## config.mk

```make
export PLATFORM = sky130hd
export DESIGN_NAME = id_ex_issue_stage
export DESIGN_NICKNAME = d
export VERILOG_FILES = /design/src/rtl/id_ex_issue_stage.sv
export SDC_FILE = /design/constraint.sdc
export NUM_CORES = 1
export LEC_CHECK = 0
export ABC_AREA = 1
export BUFFER_PORTS_ARGS = -buffer_cell sky130_fd_sc_hd__buf_4
export CAP_MARGIN = 20
export CORE_ASPECT_RATIO = 1.25
export CORE_MARGIN = 2
export CORE_UTILIZATION = 50
export DETAILED_ROUTE_END_ITERATION = 16
export GPL_TIMING_DRIVEN = 1
export MAX_ROUTING_LAYER = met4
export PLACE_DENSITY_LB_ADDON = 0.25
export RECOVER_POWER = 100
export SYNTH_ARGS = -nofsm -noshare
export SYNTH_HDL_FRONTEND = slang
export SYNTH_SLANG_ARGS = --single-unit
```

## constraint.sdc

```tcl
create_clock -name clk -period 4.6 [get_ports clk]
set_input_delay 0.92 -clock clk [delete_from_list [all_inputs] [get_ports clk]]
set_output_delay 0.92 -clock clk [all_outputs]
set_load 0.03 [all_outputs]
```

## src/rtl/id_ex_issue_stage.sv

```systemverilog
// ID/EX issue register: decodes ALUCon, selects and forwards ALU operands, and holds one
// instruction under a valid/ready handshake with flush and stall-time forwarding refresh.
module id_ex_issue_stage #(
    parameter int DW   = 32,
    parameter int RIDX = 5
) (
    input  logic            clk,
    input  logic            rst_n,
    input  logic            in_valid,
    output logic            in_ready,
    input  logic [5:0]      opcode,
    input  logic [5:0]      funct,
    input  logic [4:0]      shamt,
    input  logic [15:0]     imm16,
    input  logic [RIDX-1:0] rs_idx,
    input  logic [RIDX-1:0] rt_idx,
    input  logic [RIDX-1:0] rd_idx,
    input  logic [DW-1:0]   rs_data,
    input  logic [DW-1:0]   rt_data,
    input  logic            fwd_m_we,
    input  logic [RIDX-1:0] fwd_m_idx,
    input  logic [DW-1:0]   fwd_m_data,
    input  logic            fwd_w_we,
    input  logic [RIDX-1:0] fwd_w_idx,
    input  logic [DW-1:0]   fwd_w_data,
    input  logic            flush,
    output logic            out_valid,
    input  logic            out_ready,
    output logic [3:0]      ALUCon,
    output logic [DW-1:0]   DataA,
    output logic [DW-1:0]   DataB,
    output logic [RIDX-1:0] dst_idx,
    output logic            reg_we,
    output logic            trap_en,
    output logic            illegal
);

    typedef struct packed {
        logic       legal;
        logic [3:0] alucon;
        logic       trap;
        logic       imm;
        logic       sext;
        logic       shift;
    } dec_t;

    function automatic dec_t decode(input logic [5:0] op, input logic [5:0] fn);
        dec_t d;
        d = '0;
        d.legal = 1'b1;
        case (op)
            6'h00: begin
                case (fn)
                    6'h20: begin d.alucon = 4'b0010; d.trap = 1'b1; end
                    6'h21: d.alucon = 4'b0010;
                    6'h22: begin d.alucon = 4'b0110; d.trap = 1'b1; end
                    6'h23: d.alucon = 4'b1001;
                    6'h24: d.alucon = 4'b0000;
                    6'h25: d.alucon = 4'b0001;
                    6'h26: d.alucon = 4'b1010;
                    6'h27: d.alucon = 4'b0100;
                    6'h2A: d.alucon = 4'b0111;
                    6'h00: begin d.alucon = 4'b1000; d.shift = 1'b1; end
                    default: d.legal = 1'b0;
                endcase
            end
            6'h1C: begin
                if (fn == 6'h02) d.alucon = 4'b0011;
                else             d.legal  = 1'b0;
            end
            6'h08: begin d.alucon = 4'b0010; d.imm = 1'b1; d.sext = 1'b1; d.trap = 1'b1; end
            6'h09: begin d.alucon = 4'b0010; d.imm = 1'b1; d.sext = 1'b1; end
            6'h0A: begin d.alucon = 4'b0111; d.imm = 1'b1; d.sext = 1'b1; end
            6'h0C: begin d.alucon = 4'b0000; d.imm = 1'b1; end
            6'h0D: begin d.alucon = 4'b0001; d.imm = 1'b1; end
            6'h0E: begin d.alucon = 4'b1010; d.imm = 1'b1; end
            default: d.legal = 1'b0;
        endcase
        if (!d.legal) d = '0;
        return d;
    endfunction

    // A source index of zero never matches, so non-register operands carry src=0.
    function automatic logic [DW-1:0] fwd_pick(
        input logic [RIDX-1:0] src,
        input logic [DW-1:0]   dflt,
        input logic            m_we,
        input logic [RIDX-1:0] m_idx,
        input logic [DW-1:0]   m_data,
        input logic            w_we,
        input logic [RIDX-1:0] w_idx,
        input logic [DW-1:0]   w_data
    );
        if (src != '0 && m_we && m_idx == src)      return m_data;
        else if (src != '0 && w_we && w_idx == src) return w_data;
        else                                        return dflt;
    endfunction

    logic            out_valid_q, out_valid_d;
    logic [3:0]      alucon_q, alucon_d;
    logic [DW-1:0]   data_a_q, data_a_d;
    logic [DW-1:0]   data_b_q, data_b_d;
    logic [RIDX-1:0] dst_q, dst_d;
    logic            reg_we_q, reg_we_d;
    logic            trap_q, trap_d;
    logic            illegal_q, illegal_d;
    logic [RIDX-1:0] a_src_q, a_src_d;
    logic [RIDX-1:0] b_src_q, b_src_d;

    dec_t            dec;
    logic [RIDX-1:0] cap_a_src, cap_b_src, cap_dst;
    logic [DW-1:0]   cap_a_rf, cap_b_raw;
    logic            capture;

    assign in_ready = !out_valid_q || out_ready;
    assign capture  = in_valid && in_ready;

    always_comb begin
        dec       = decode(opcode, funct);
        cap_a_src = dec.shift ? rt_idx  : rs_idx;
        cap_a_rf  = dec.shift ? rt_data : rs_data;
        cap_b_src = (dec.imm || dec.shift) ? '0 : rt_idx;
        if (dec.shift)                cap_b_raw = {{(DW-5){1'b0}}, shamt};
        else if (dec.imm && dec.sext) cap_b_raw = {{(DW-16){imm16[15]}}, imm16};
        else if (dec.imm)             cap_b_raw = {{(DW-16){1'b0}}, imm16};
        else                          cap_b_raw = rt_data;
        cap_dst = dec.imm ? rt_idx : rd_idx;
    end

    always_comb begin
        out_valid_d = out_valid_q;
        alucon_d    = alucon_q;
        data_a_d    = data_a_q;
        data_b_d    = data_b_q;
        dst_d       = dst_q;
        reg_we_d    = reg_we_q;
        trap_d      = trap_q;
        illegal_d   = illegal_q;
        a_src_d     = a_src_q;
        b_src_d     = b_src_q;
        if (flush) begin
            out_valid_d = 1'b0;
        end else if (capture) begin
            out_valid_d = 1'b1;
            alucon_d    = dec.alucon;
            data_a_d    = fwd_pick(cap_a_src, cap_a_rf, fwd_m_we, fwd_m_idx, fwd_m_data,
                                   fwd_w_we, fwd_w_idx, fwd_w_data);
            data_b_d    = fwd_pick(cap_b_src, cap_b_raw, fwd_m_we, fwd_m_idx, fwd_m_data,
                                   fwd_w_we, fwd_w_idx, fwd_w_data);
            dst_d       = cap_dst;
            reg_we_d    = dec.legal && (cap_dst != '0);
            trap_d      = dec.trap;
            illegal_d   = !dec.legal;
            a_src_d     = cap_a_src;
            b_src_d     = cap_b_src;
        end else if (out_valid_q && out_ready) begin
            out_valid_d = 1'b0;
        end else if (out_valid_q) begin
            // Stalled: keep register operands in step with results still arriving.
            data_a_d = fwd_pick(a_src_q, data_a_q, fwd_m_we, fwd_m_idx, fwd_m_data,
                                fwd_w_we, fwd_w_idx, fwd_w_data);
            data_b_d = fwd_pick(b_src_q, data_b_q, fwd_m_we, fwd_m_idx, fwd_m_data,
                                fwd_w_we, fwd_w_idx, fwd_w_data);
        end
    end

    always_ff @(posedge clk or negedge rst_n) begin
        if (!rst_n) begin
            out_valid_q <= 1'b0;
            alucon_q    <= '0;
            data_a_q    <= '0;
            data_b_q    <= '0;
            dst_q       <= '0;
            reg_we_q    <= 1'b0;
            trap_q      <= 1'b0;
            illegal_q   <= 1'b0;
            a_src_q     <= '0;
            b_src_q     <= '0;
        end else begin
            out_valid_q <= out_valid_d;
            alucon_q    <= alucon_d;
            data_a_q    <= data_a_d;
            data_b_q    <= data_b_d;
            dst_q       <= dst_d;
            reg_we_q    <= reg_we_d;
            trap_q      <= trap_d;
            illegal_q   <= illegal_d;
            a_src_q     <= a_src_d;
            b_src_q     <= b_src_d;
        end
    end

    assign out_valid = out_valid_q;
    assign ALUCon    = alucon_q;
    assign DataA     = data_a_q;
    assign DataB     = data_b_q;
    assign dst_idx   = dst_q;
    assign reg_we    = reg_we_q;
    assign trap_en   = trap_q;
    assign illegal   = illegal_q;

endmodule

```

# Yosys cells after proc, flatten, opt, wreduce, memory -nomap -nowiden
# Index checks and enable logic that the tools add are counted.
# word_totals
wordCells	118
out_inout_bits	78
regBits	87
input_bits	193
# op_classes
n_eq_ne	26
muxes	37
reduce_logical	44
bitwise_logic	1
# ops
cell	n
2-to-1 mux 32 bit	18
equality test 6 bit (second input constant)	9
equality test 5 bit	8
equality test 6 x 4 -> 1 bit (second input constant)	6
one-hot mux 4 bit (8 select lines)	1
nonzero test 5 bit	5
one-hot mux 4 bit (6 select lines)	1
logical AND 1 bit	20
2-to-1 mux 5 bit	3
logical NOT 6 bit	2
2-to-1 mux 1 bit	10
OR reduction 10 bit	1
2-to-1 mux 9 bit	1
nonzero test 3 bit	3
AND reduction 4 bit	2
equality test 6 x 2 -> 1 bit (second input constant)	1
equality test 6 x 5 -> 1 bit (second input constant)	1
OR reduction 2 bit	3
OR reduction 6 bit	1
one-hot mux 1 bit (3 select lines)	1
OR reduction 3 bit	1
logical NOT 1 bit	2
logical OR 1 bit	2
2-to-1 mux 2 bit	1
other kinds (5)	5

# Depth between registers and ports, before layout
# Gate-level depths: netlist (run 1).
# depth
word_depth	13
mapped_depth	18
ltp_nobuf	17

# Worst setup path before layout (run 1)
# OpenSTA, ideal clock, no wires.
# synth_timing
kind	input port to flip-flop
startpoint	input port funct[5]
endpoint	register data_a_q[13] (netlist: DataA[13])
setup_ns	0.117
cell_stages	16
arrival_ns	2.477
path_slack_ns	2.007
n_path_buf	2
t_required_ns	4.483
path_cell_list	nor2_1 nand3_2 nor2_8 buf_6 nand2_2 nand2_2 nand3_2 nor2_4 nor2_4 nand2_4 buf_4 nand2_1 nand3_1 nand2_1 nand2_1 nand2_1
# synth_between
elab_chain_len	12
word_cells_on_any_way	30
classes_between	eq/ne: 12; mux: 11; reduce/logical: 7
# synth_lines
element	line	source
from (decl)	12	input logic [5:0] funct,
equality test 6 bit / logical NOT 6 bit (equally long branches)	53	case (fn)
OR reduction 10 bit (no line)	-	
2-to-1 mux 1 bit	53	
one-hot mux 1 bit (3 select lines)	51	case (op)
2-to-1 mux 9 bit (*)	79	if (!d.legal) d = '0;
2-to-1 mux 5 bit	120	cap_a_src = dec.shift ? rt_idx : rs_idx;
nonzero test 5 bit	94, 95	
logical AND 1 bit (2 in series)	95	else if (src != '0 && w_we && w_idx == src) return w_data;
2-to-1 mux 32 bit	95	
2-to-1 mux 32 bit (*)	94	if (src != '0 && m_we && m_idx == src) return m_data;
2-to-1 mux 32 bit (*)	143	end else if (capture) begin
to (signal assigned)	182	data_a_q <= data_a_d;
to (decl)	101	logic [DW-1:0] data_a_q, data_a_d;
# Mark *: on every way between the ends. The rest lies on a longest branch, timed or not.
# A chain may end at the register's enable or synchronous reset.

# Worst setup path after layout (run 1)
# layout_timing
startpoint	input port funct[3]
endpoint	register data_a_q[20] (netlist: DataA[20])
# The elaborated chain is that of the path after synthesis.

==> impl_results.md, run 1 <==
- CP max stage delay: 0.82 ns
- Routed Antenna Nets: 0
- Die H: between 150 and 200 µm
- First-pass GRT wire length: approximately 55 mm
- HP Class: flop to flop
- Most frequent cell after synthesis: nand2_1
- Worst R2R Start: b_src_q[2]
- Post-DP Area: 10,720 µm²
- Failing checks: capacitance limit, slew limit
- CP max FO: 32
- Vias in the first global route: 10,450
- Via density: roughly 5.7
- Number of max-cap violations: 2
- Num rows: 53
- CTS H-tree depth: 3
- Residual DRC: 0
- Maximum clock insertion buffer count: 2
- Post-synthesis compound-gate area fraction: 16.23%
- Final Skew: 0.009965 ns
- Multiplexer share of the synthesized area: less than 1%
- Detailed Place HPWL: 25.17 mm
- RSZ-0062 raised after global routing: false
- Largest net degree at the start of global routing: 66
- Postcts setup bufs: 0
- Slew @ Worst Pin: between 1.5 and 2 ns
- Via Count: 11,219
- Avg Inst Size Synth: approximately 5.6 µm²
- Cells after synthesis: 1,543
- CP arrival: 4.17 ns
- Largest family of logic cells by synthesized area: simple AND/OR/NAND/NOR gates
- Synth Area in XOR/XNOR: less than 1%
- Initial antenna violation count: 1
- Worst reg-to-reg setup slack: 2.03 ns
- GRT Residual Overflow: 0
- Worst-Skew Late Latency: around 0.36 ns
- Max Fclk: 0.2572 GHz
- Critical path data required time: 4.88 ns
- IO Count: 271
- Startpoint Class: input pin
- Final min period: 3.888 ns
- Crit path capture type: flop
- P_leak: 6.166 nW
- Sequential share of the synthesized area: 25.10%
- Setup crit start: funct[3]
- Tcrit/Tclk final: 84.53%
- Layout cell share with drive strength beyond 1: approximately 15%
- Post-Layout Inst Area: 10,720 µm²
- Cells on worst reg2reg path: 13
- Critical Path Sink: DataA[20]
- Worst flop-to-flop path endpoint: DataB[16]
- DRT Pass-1 Iters: 8
- DR iter-0 viols: 1,150
- Crit path kind: input pin to flop
- Top cell by count, worst path: nand2_1
- Post-synth top cells: nand2_1, nand3_1, inv_1, a21oi_1, o21ai_0
- Run status: finished with violations
- Num CTS Buffers: 9
- Endpoints failing setup: 0
- Clock Tree Root: clkbuf_16
- Global Route Usage Sum: between 30 and 40%
- Synth area leaders: dfrtp_1, nand2_1, nand3_1
- Main flop type after synthesis: dfrtp_1
- Peak supply drop: 170.6 µV
- CTS tree: built
- Die W: 121.8 µm
- Post-synth ARST share: 100.0%
- FF+latch count, synth: 87
- Clk pin slew, worst setup/hold paths: around 0.08 ns
- Core Area: approximately 17,000 µm²
- Yosys warning count: 0
- Fill cells: between 1,500 and 2,000
- Synthesized cell area: 8673 µm²
- IO Port Bufs: between 200 and 300
- Resized cells post-CTS: 0
- RePlAce Congestion: 1.011
- Critical Path, Cell by Cell: buf_4, nor2_2, nand3_1, nor2_8, buf_4, nand2_1, nand2_1, inv_1, nand2_1, nor2_4, nor2_4, nand2_1, nand3_1, nand2_1, a21oi_1
- CTS Sinks: 87
- Drt wl/cell: approximately 18 µm
- Nets@finish: 1,947
- Synth Area in Adders: 0%
- Final Hold Viols: 0
- Slew Limit Headroom: -16.53%
- Slew Limit Fails: 90
- Initial core utilization: 51.29%
- Synth-to-Final Area Change: 23.64%
- Pwr dens: 298.6 nW/µm²
- Simple-gate area share of the yosys netlist: 44.24%
- Routed wire length: 35.64 mm
- Post-synth EDFFs: 0
- Slowest CP cell: nand2_1
- Die area: approximately 18,000 µm²
- Post-synth cell types: 42
- Synth Net Count: 1,736
- Final hold slack: 0.4809 ns
- Yosys top cell area share: 25.10%
- Final setup TNS: 0 ns
- Hold-fix buffer count after cts: 0
- Cell accounting for the most synthesized area: dfrtp_1
-- critical path: cells and delay by family --
kind | cells | cell delay (ns)
buffers and inverters | 3 | 0.53
AOI/OAI and AO/OA | 1 | 0.14
and+or+nand+nor | 11 | 2.58
-- layout by cell type (no fill, tap or decap), types with 2 or more instances in the layout --
cell type | synthesis | routed
or2_2 | 6 | 6
nand2_4 | 2 | 2
xor2_1 | 2 | 2
nand4_1 | 6 | 6
nand3b_1 | 4 | 4
nor2_1 | 82 | 82
o21ai_0 | 104 | 104
nand2_2 | 7 | 10
buf_4 | 11 | 209
nand3_2 | 4 | 2
o211ai_1 | 13 | 13
xnor2_1 | 2 | 2
a21oi_1 | 120 | 120
a31oi_1 | 5 | 5
nand3_1 | 210 | 212
nand2_1 | 550 | 547
nor2_2 | 5 | 4
nor3_1 | 5 | 5
bufinv_16 | 0 | 2
nor2_4 | 8 | 9
clkbuf_16 | 0 | 9
o21ai_2 | 2 | 2
o22ai_1 | 2 | 2
a221oi_1 | 2 | 2
o21ai_1 | 9 | 9
nor4_1 | 3 | 3
dfrtp_1 | 87 | 87
clkinv_2 | 1 | 2
inv_2 | 2 | 3
o2111ai_1 | 2 | 2
inv_1 | 194 | 193
clkbuf_1 | 51 | 83
-- layout make-up --
class | instances | area [µm²] | area share (%)
Antenna cell | 1 | 2.502 | 0.02333
Clock buffer | 10 | 239.0 | 2.228
Clock inverter | 6 | 92.59 | 0.8634
Inverter | 197 | 740.7 | 6.907
Multi-Input combinational cell | 1164 | 5293 | 49.35
Sequential cell | 87 | 2177 | 20.30
Tap cell | 220 | 275.3 | 2.567
Timing Repair Buffer | 295 | 1904 | 17.76
-- how the worst min path moves through the flow --
stage          slack [ns]    endpoint  depth (start not counted)  startpoint
6_report             0.48   DataB[25]                          2   DataB[25]
5_1_grt              0.50   DataB[25]                          2   DataB[25]
4_1_cts              0.49   DataB[20]                          2   DataB[20]
3_5_place_dp         0.47   DataB[25]                          2   DataB[25]
3_3_place_gp         0.46   DataB[24]                          2   DataB[24]
2_1_floorplan        0.47  a_src_q[1]                          2  a_src_q[1]
-- where the power goes --
group          leakage, nW  internal, mW  switching (mW)  total, mW
Clock                0.161         0.496           0.358      0.854
Combinational         4.95         0.388           0.899       1.29
Sequential            1.06         0.930           0.131       1.06
Total                 6.17          1.81            1.39       3.20
-- sequential cells by signal, indices dropped and copies added (netlist names) --
register / flops
DataA: 32
DataB: 32
a_src_q: 5
b_src_q: 5
dst_idx: 5
ALUCon: 4
illegal: 1
out_valid: 1
reg_we: 1
trap_en: 1
-- logic make-up (layout without fill, tap and decap cells) --
group / after synthesis / count (layout)
and+or+nand+nor: 894 / 894
buffers and inverters: 292 / 508
AOI/OAI and AO/OA: 265 / 265
DFF: 87 / 87
xor gates and xnor gates: 4 / 4
muxes: 1 / 1
other: 0 / 1
-- through the flow --
step	setup WS [ns]	total power, mW	std cells	utilization (%)
after global routing	0.5225	3.365	1980	63.42
after detailed placement	0.9350	2.475	1962	63.40
after floorplan	2.007	1.857	1543	-
after CTS	1.310	3.327	1978	65.36
final	0.7117	3.202	1980	63.42
after global placement	0.9932	2.462	1962	63.40
-- routing by layer --
metal / global-route usage [%] / part of all wire, % / vias up
met5: - / 0 / -
met4: 22.47 / 5.9 / 0
met3: 5.798 / 10 / 147
met2: 61.68 / 46 / 736
met1: 48.47 / 38 / 5012
li1: - / - / 5324
Power figures use the tool's default switching activity.
==> inputs of run 2 (changes only) <==
==> constraint.sdc (replaced) <==
create_clock -name clk -period 4.1 [get_ports clk]
set_input_delay 0.82 -clock clk [delete_from_list [all_inputs] [get_ports clk]]
set_output_delay 0.82 -clock clk [all_outputs]
set_load 0.03 [all_outputs]
==> run 2 against run 1 <==
Effect of this change:
- total power is 7.9% higher
- global-route usage is 0.099 points higher
- clock skew is 0.0013 ns higher
- clock power is 4.9% lower
- sequential cell count stayed put
- the run still ends with capacitance limit, slew limit left
- largest power group unchanged
- critical path type unchanged
- sequential share of layout area hardly changed
- wire length is 0.40% higher
- via count is 0.70% higher
- final cell count is 0.25% higher
==> impl_results.md, run 2 (synthesis results as in run 1) <==
- Maximum clock insertion buffer count: 2 (unchanged)
- Startpoint Class: input pin (unchanged)
- Via density: 5.691 (was 5.666)
- Layout cell share with drive strength beyond 1: 15.48% (was 15.29%)
- Failing checks: capacitance limit, slew limit (unchanged)
- Commonest cells after routing, fill and taps aside: nand2_1, nand3_1, buf_4, inv_1, a21oi_1 (unchanged)
- Run status: finished with violations (unchanged)
- Final min period: around 3.4 ns
- Sw Ratio: 45.08% (was 43.36%)
- Die area: 18,420 µm² (unchanged)
- Drt wl/cell: 18.03 µm (was 18.00 µm)
- RePlAce Congestion: 1.017 (was 1.011)
- Crit path kind: input pin to flop (unchanged)
- Slew Limit Headroom: -36.00% (was -16.53%)
- Most common cell after layout, fill and taps aside: nand2_1 (unchanged)
- Clock network fraction of design power: 23.5% (was 26.7%)
- Combinational fraction of design power: 42.1% (was 40.2%)
- Crit path capture type: flop (unchanged)
- Pint: 1.898 mW (was 1.813 mW)
- Final setup TNS: 0 ns (unchanged)
- Resized cells post-CTS: 0 (unchanged)
- Slew Limit Fails: 34 (was 90)
- Number of max-cap violations: 1 (was 2)
- Clk pin slew, worst setup/hold paths: 0.07 ns (was 0.08 ns)
- Endpoints failing setup: 0 (unchanged)
- Tcrit/Tclk final: 84.08%
- Critical path data required time: 4.40 ns (was 4.88 ns)
- CTS H-tree depth: 3 (unchanged)
- Postcts setup bufs: 0 (unchanged)
- Detailed Place HPWL: 25.86 mm (was 25.17 mm)
- Worst reg-to-reg setup slack: 1.48 ns (was 2.03 ns)
- Final Skew: 0.01126 ns (was 0.009965 ns)
- CTS Sinks: 87 (unchanged)
- P_leak: 6.136 nW (was 6.166 nW)
- First-pass GRT wire length: 55.19 mm (was 55.03 mm)
- Pwr dens: 322.8 nW/µm² (was 298.6 nW/µm²)
- Num CTS Buffers: 9 (unchanged)
- DRT Pass-1 Iters: 6 (was 8)
- Final core occ: 63.30% (was 63.42%)
- Switching power: 1.558 mW (was 1.388 mW)
- Routed Antenna Nets: 0 (unchanged)
- IO Count: 271 (unchanged)
- Slew @ Worst Pin: 2.040 ns (was 1.748 ns)
- Fill cells: 1,798 (was 1,771)
- Final Hold Viols: 0 (unchanged)
- Num rows: 53 (unchanged)
- CP max FO: 32 (unchanged)
- Initial antenna violation count: 1 (unchanged)
- GRT Residual Overflow: 0 (unchanged)
- Sequential Power Share: 34.4% (was 33.1%)
- Routed wire length: 35.78 mm (was 35.64 mm)
- Initial core utilization: 51.29% (unchanged)
- Via Count: 11,297 (was 11,219)
- DR iter-0 viols: 1,370 (was 1,150)
- Synth-to-Final Area Change: 23.41% (was 23.64%)
- Clock Tree Root: clkbuf_16 (unchanged)
- Final hold slack: 0.4769 ns (was 0.4809 ns)
- CTS tree: built (unchanged)
- Core Area: 16,910 µm² (unchanged)
- Max Fclk: 0.2901 GHz
- Peak supply drop: 206.5 µV (was 170.6 µV)
- IO Port Bufs: 270 (unchanged)
- CP arrival: 3.75 ns (was 4.17 ns)
- Worst-Skew Late Latency: 0.36 ns (about the same)
- Hold-fix buffer count after cts: 0 (unchanged)
- Nets@finish: 1,952 (was 1,947)
- HP Class: flop to flop (unchanged)
- Vias in the first global route: 10,496 (was 10,450)
- Global Route Usage Sum: 39.48% (was 39.38%)
- Die W: 121.8 µm (unchanged)
- Residual DRC: 0 (unchanged)
- RSZ-0062 raised after global routing: false (unchanged)
- Die H: 151.3 µm (unchanged)
- Largest net degree at the start of global routing: 65 (was 66)
## run 2: cell count changes in the layout (fill, tap and decap cells not counted), sizes merged
cell and change:
clkbuf +3, buf +2, bufinv -2, clkinvlp +2
## run 2: final cells by class
cell class,instances,area [µm²],area share [%]
Antenna cell,1,2.502,0.02338
Clock buffer,10,229.0,2.139
Clock inverter,6,45.04,0.4208
Inverter,197,740.7,6.920
Multi-Input combinational cell,1164,5293,49.44
Sequential cell,87,2177,20.34
Tap cell,220,275.3,2.572
Timing Repair Buffer,300,1942,18.14
## run 2: worst paths after layout
check / start / endpoint / depth (start not counted)
worst min register to register: DataA[25] / DataA[25] / 2
min in group asynchronous: rst_n / DataB[31] / 1
max in group asynchronous: rst_n / DataB[15] / 2
worst min-delay path: DataA[25] / DataA[25] / 2
worst max-delay path: funct[5] / DataA[13] / 15
worst max register to register: b_src_q[2] / DataB[22] / 13
## run 2: power by group through the flow
stage                     registers, mW  clock network [mW]  logic, mW
final                              1.19               0.812       1.45
after global routing               1.21               0.845       1.58
after CTS                          1.19               0.807       1.59
after detailed placement           1.20                   0       1.59
after global placement             1.20                   0       1.57
after floorplan                    1.51                   0      0.578
## run 2: critical path, stage by stage
cell,delay (ns)
buf_4,0.11
nor2_1,0.14
nand3_1,0.27
nor2_8,0.19
buf_4,0.32
nand2_2,0.15
nand3_1,0.12
nand4_1,0.20
nor2_4,0.38
nand2_2,0.52
nand2_1,0.20
nand3_1,0.08
nand2_1,0.07
nand2_1,0.08
nand2_1,0.06
## run 2: stage by stage
step                      total power [mW]  area [µm²]  worst slack (ns)  std cells
after floorplan                      2.084        8673             1.607       1543
after global placement               2.776       10780            0.6865       1968
after detailed placement             2.792       10780            0.6520       1968
after CTS                            3.590       11050             1.015       1984
after global routing                 3.635       10700            0.3827       1985
final                                3.456       10700            0.6529       1985
## run 2: per-layer routing
layer  up-vias  wire (µm)  part of all wire, %  global-route usage [%]
met5         -          0                    0                       -
met4         0       1764                  4.9                   19.20
met3       135       3988                   11                   8.321
met2       723      16960                   47                   63.72
met1      5104      13070                   37                   46.81
li1       5335          -                    -                       -
==> inputs of run 3 (changes only) <==
--- a/config.mk
+++ b/config.mk
@@ -5,12 +5,12 @@
 export SDC_FILE = /design/constraint.sdc
 export NUM_CORES = 1
 export LEC_CHECK = 0
-export ABC_AREA = 1
+export ABC_AREA = 0
 export BUFFER_PORTS_ARGS = -buffer_cell sky130_fd_sc_hd__buf_4
 export CAP_MARGIN = 20
 export CORE_ASPECT_RATIO = 1.25
 export CORE_MARGIN = 2
-export CORE_UTILIZATION = 50
+export CORE_UTILIZATION = 46
 export DETAILED_ROUTE_END_ITERATION = 16
 export GPL_TIMING_DRIVEN = 1
 export MAX_ROUTING_LAYER = met4
==> constraint.sdc (replaced) <==
create_clock -name clk -period 3.1 [get_ports clk]
set_input_delay 0.62 -clock clk [delete_from_list [all_inputs] [get_ports clk]]
set_output_delay 0.62 -clock clk [all_outputs]
set_load 0.03 [all_outputs]
==> run 3 against run 2 <==
Effect of this change:
- the flow now finishes without violations
- clock power increased by 51%
- non-clock buffer count increased by 5
- global-route usage decreased by 4.4 points
- largest power group unchanged
==> impl_results.md, run 3 <==
- Cells after synthesis: 926 (was 1,543)
- Diodes inserted: 0 (was 1)
- Peak supply drop: 253.6 µV (was 206.5 µV)
- Via Count: 8,503 (was 11,297)
- CTS H-tree depth: 3 (unchanged)
- Fill cells: 1,521 (was 1,798)
- P_leak: 3.959 nW (was 6.136 nW)
- CTS Sinks: 87 (unchanged)
- Clock Tree Root: clkbuf_16 (unchanged)
- Initial core utilization: 46.59% (was 51.29%)
- CP arrival: 3.07 ns (was 3.75 ns)
- Tcrit/Tclk final: 91.37%
- Inst Count DP: 1,361 (was 1,968)
- Residual DRC: 0 (unchanged)
- GRT Residual Overflow: 0 (unchanged)
- Synth Net Count: 1,119 (was 1,736)
- Post-synth EDFFs: 0 (unchanged)
- Crit path kind: input pin to flop (unchanged)
- Routed Antenna Nets: 0 (unchanged)
- Final hold slack: 0.4993 ns (was 0.4769 ns)
- Post-DP Area: 9524 µm² (was 10,780 µm²)
- Startpoint Class: input pin (unchanged)
- Die area: 16,660 µm² (was 18,420 µm²)
- Slew Limit Fails: 0 (was 34)
- Yosys top cell area share: 30.26% (was 25.10%)
- Post-Layout Inst Area: 9507 µm² (was 10,700 µm²)
- Slew @ Worst Pin: 1.275 ns (was 2.040 ns)
- Num CTS Buffers: 9 (unchanged)
- Pwr dens: 457.7 nW/µm² (was 322.8 nW/µm²)
- Nets@finish: 1,353 (was 1,952)
- DRT Pass-1 Iters: 6 (unchanged)
- RePlAce Congestion: 0.9494 (was 1.017)
- Post-synth top cells: nor2_1, dfrtp_1, nand2_1, o21ai_0, o22ai_1 (was nand2_1, nand3_1, inv_1, a21oi_1, o21ai_0)
- IO Port Bufs: 270 (unchanged)
- Largest net degree at the start of global routing: 60 (was 65)
- Die H: 143.8 µm (was 151.3 µm)
- Commonest cells after routing, fill and taps aside: buf_4, nor2_1, o21ai_0, dfrtp_1, nand2_1 (was nand2_1, nand3_1, buf_4, inv_1, a21oi_1)
- Hold-fix buffer count after cts: 0 (unchanged)
- DR iter-0 viols: 834 (was 1,370)
- Max Fclk: about 0.35 GHz
- Global Route Usage Sum: 35.07% (was 39.48%)
- First-pass GRT wire length: 44.20 mm (was 55.19 mm)
- Main flop type after synthesis: dfrtp_1 (unchanged)
- Num rows: 51 (was 53)
- Avg Inst Size Synth: 7.769 µm² (was 5.621 µm²)
- Routed wire length: 29.11 mm (was 35.78 mm)
- IO Count: 271 (unchanged)
- Final Skew: 0.008331 ns (was 0.01126 ns)
- RSZ-0062 raised after global routing: false (unchanged)
- Post-synth cell types: 58 (was 42)
- Non-Filler Instances: 1,377 (was 1,985)
- CTS tree: built (unchanged)
- CP max FO: 18 (was 32)
- Final core occ: 61.56% (was 63.30%)
- HP Class: input pin to asynchronous set/reset pin (was flop to flop)
- Clk pin slew, worst setup/hold paths: 0.07 ns (about the same)
- Layout cell share with drive strength beyond 1: 24.89% (was 15.48%)
- Die W: 115.9 µm (was 121.8 µm)
- Run status: finished, final reports clean (was finished with violations)
- Initial antenna violation count: 0 (was 1)
- Sequential share of the synthesized area: 30.26% (was 25.10%)
- Detailed Place HPWL: 20.30 mm (was 25.86 mm)
- Post-synth ARST share: 100.0% (unchanged)
- Yosys warning count: 0 (unchanged)
- Drt wl/cell: 21.14 µm (was 18.03 µm)
- Worst-Skew Late Latency: 0.35 ns (was 0.36 ns)
- Most common cell after layout, fill and taps aside: buf_4 (was nand2_1)
- Total power: 4.351 mW (was 3.456 mW)
- Maximum clock insertion buffer count: 2 (unchanged)
- Final Hold Viols: 0 (unchanged)
- Vias in the first global route: 8,099 (was 10,496)
- Cell accounting for the most synthesized area: dfrtp_1 (unchanged)
- Postcts setup bufs: 0 (unchanged)
- Final setup TNS: 0 ns (unchanged)
- Critical path data required time: 3.34 ns (was 4.40 ns)
- FF+latch count, synth: 87 (unchanged)
- Final min period: roughly 2.8 ns
- Crit path capture type: flop (unchanged)
- Synthesized cell area: 7194 µm² (was 8673 µm²)
- Via density: 6.175 (was 5.691)
- Endpoints failing setup: 0 (unchanged)
- Core Area: 15,440 µm² (was 16,910 µm²)
- Most frequent cell after synthesis: nor2_1 (was nand2_1)
- Final setup margin: 0.2675 ns (was 0.6529 ns)
- Place WS: 0.05162 ns (was 0.6520 ns)
- Synth area leaders: dfrtp_1, nor2_1, o22ai_1 (was dfrtp_1, nand2_1, nand3_1)
- Slew Limit Headroom: 15.02% (was -36.00%)
- Number of max-cap violations: 0 (was 1)
- Synth-to-Final Area Change: 32.14% (was 23.41%)
- Resized cells post-CTS: 0 (unchanged)
[run 3: final timing paths]
kind                            start   endpoint  slack [ns]  cells after the start
min in group clk            DataB[23]  DataB[23]        0.50                      2
min                             rst_n   DataA[3]        0.50                      1
max in group asynchronous       rst_n  DataB[22]        0.75                      2
max reg2reg                a_src_q[1]   DataA[9]        0.51                      8
min reg2reg                 DataB[23]  DataB[23]        0.50                      2
max                         opcode[3]  DataA[10]        0.27                      9
[run 3: where the power goes]
part	total, mW	switching, mW	internal, mW
clock	1.23	0.498	0.730
sequential	1.53	0.176	1.36
combinational	1.59	1.02	0.573
total	4.35	1.69	2.66
[run 3: layout make-up]
class / instances / area (µm²) / area share, %
Clock buffer: 11 / 242.7 / 2.553
Inverter: 10 / 37.54 / 0.3948
Multi-Input combinational cell: 747 / 4664 / 49.07
Clock inverter: 5 / 81.33 / 0.8555
Sequential cell: 87 / 2177 / 22.90
Tap cell: 212 / 265.3 / 2.790
Timing Repair Buffer: 305 / 2038 / 21.44
[run 3: worst max-delay path, cell delays in order]
cell and delay [ns]:
clkbuf_1 0.12, nor3_1 0.37, and4_1 0.49, mux2i_2 0.47
a22oi_1 0.24, nand4_2 0.14, buf_4 0.27, nor2_1 0.06
a211oi_1 0.28
[run 3: layer usage]
metal  vias to the layer above  track usage (%)  wire, µm
li1                       3872                -         -
met1                      4033            42.65     11190
met2                       504            56.20     14130
met3                        94            5.441      2463
met4                         0            18.11      1326
met5                         -                -         0
[run 3: logic make-up (layout without fill, tap and decap cells)]
| kind of cell | count (synthesis) | count (layout) | synth area share, % |
|---|---|---|---|
| AO/OA/AOI/OAI | 347 | 347 | 31.50 |
| XOR/XNOR | 30 | 30 | 3.757 |
| multiplexers | 68 | 68 | 10.07 |
| buffers and inverters | 92 | 331 | 5.948 |
| AND/OR/NAND/NOR | 302 | 302 | 18.47 |
| flip-flops | 87 | 87 | 30.26 |
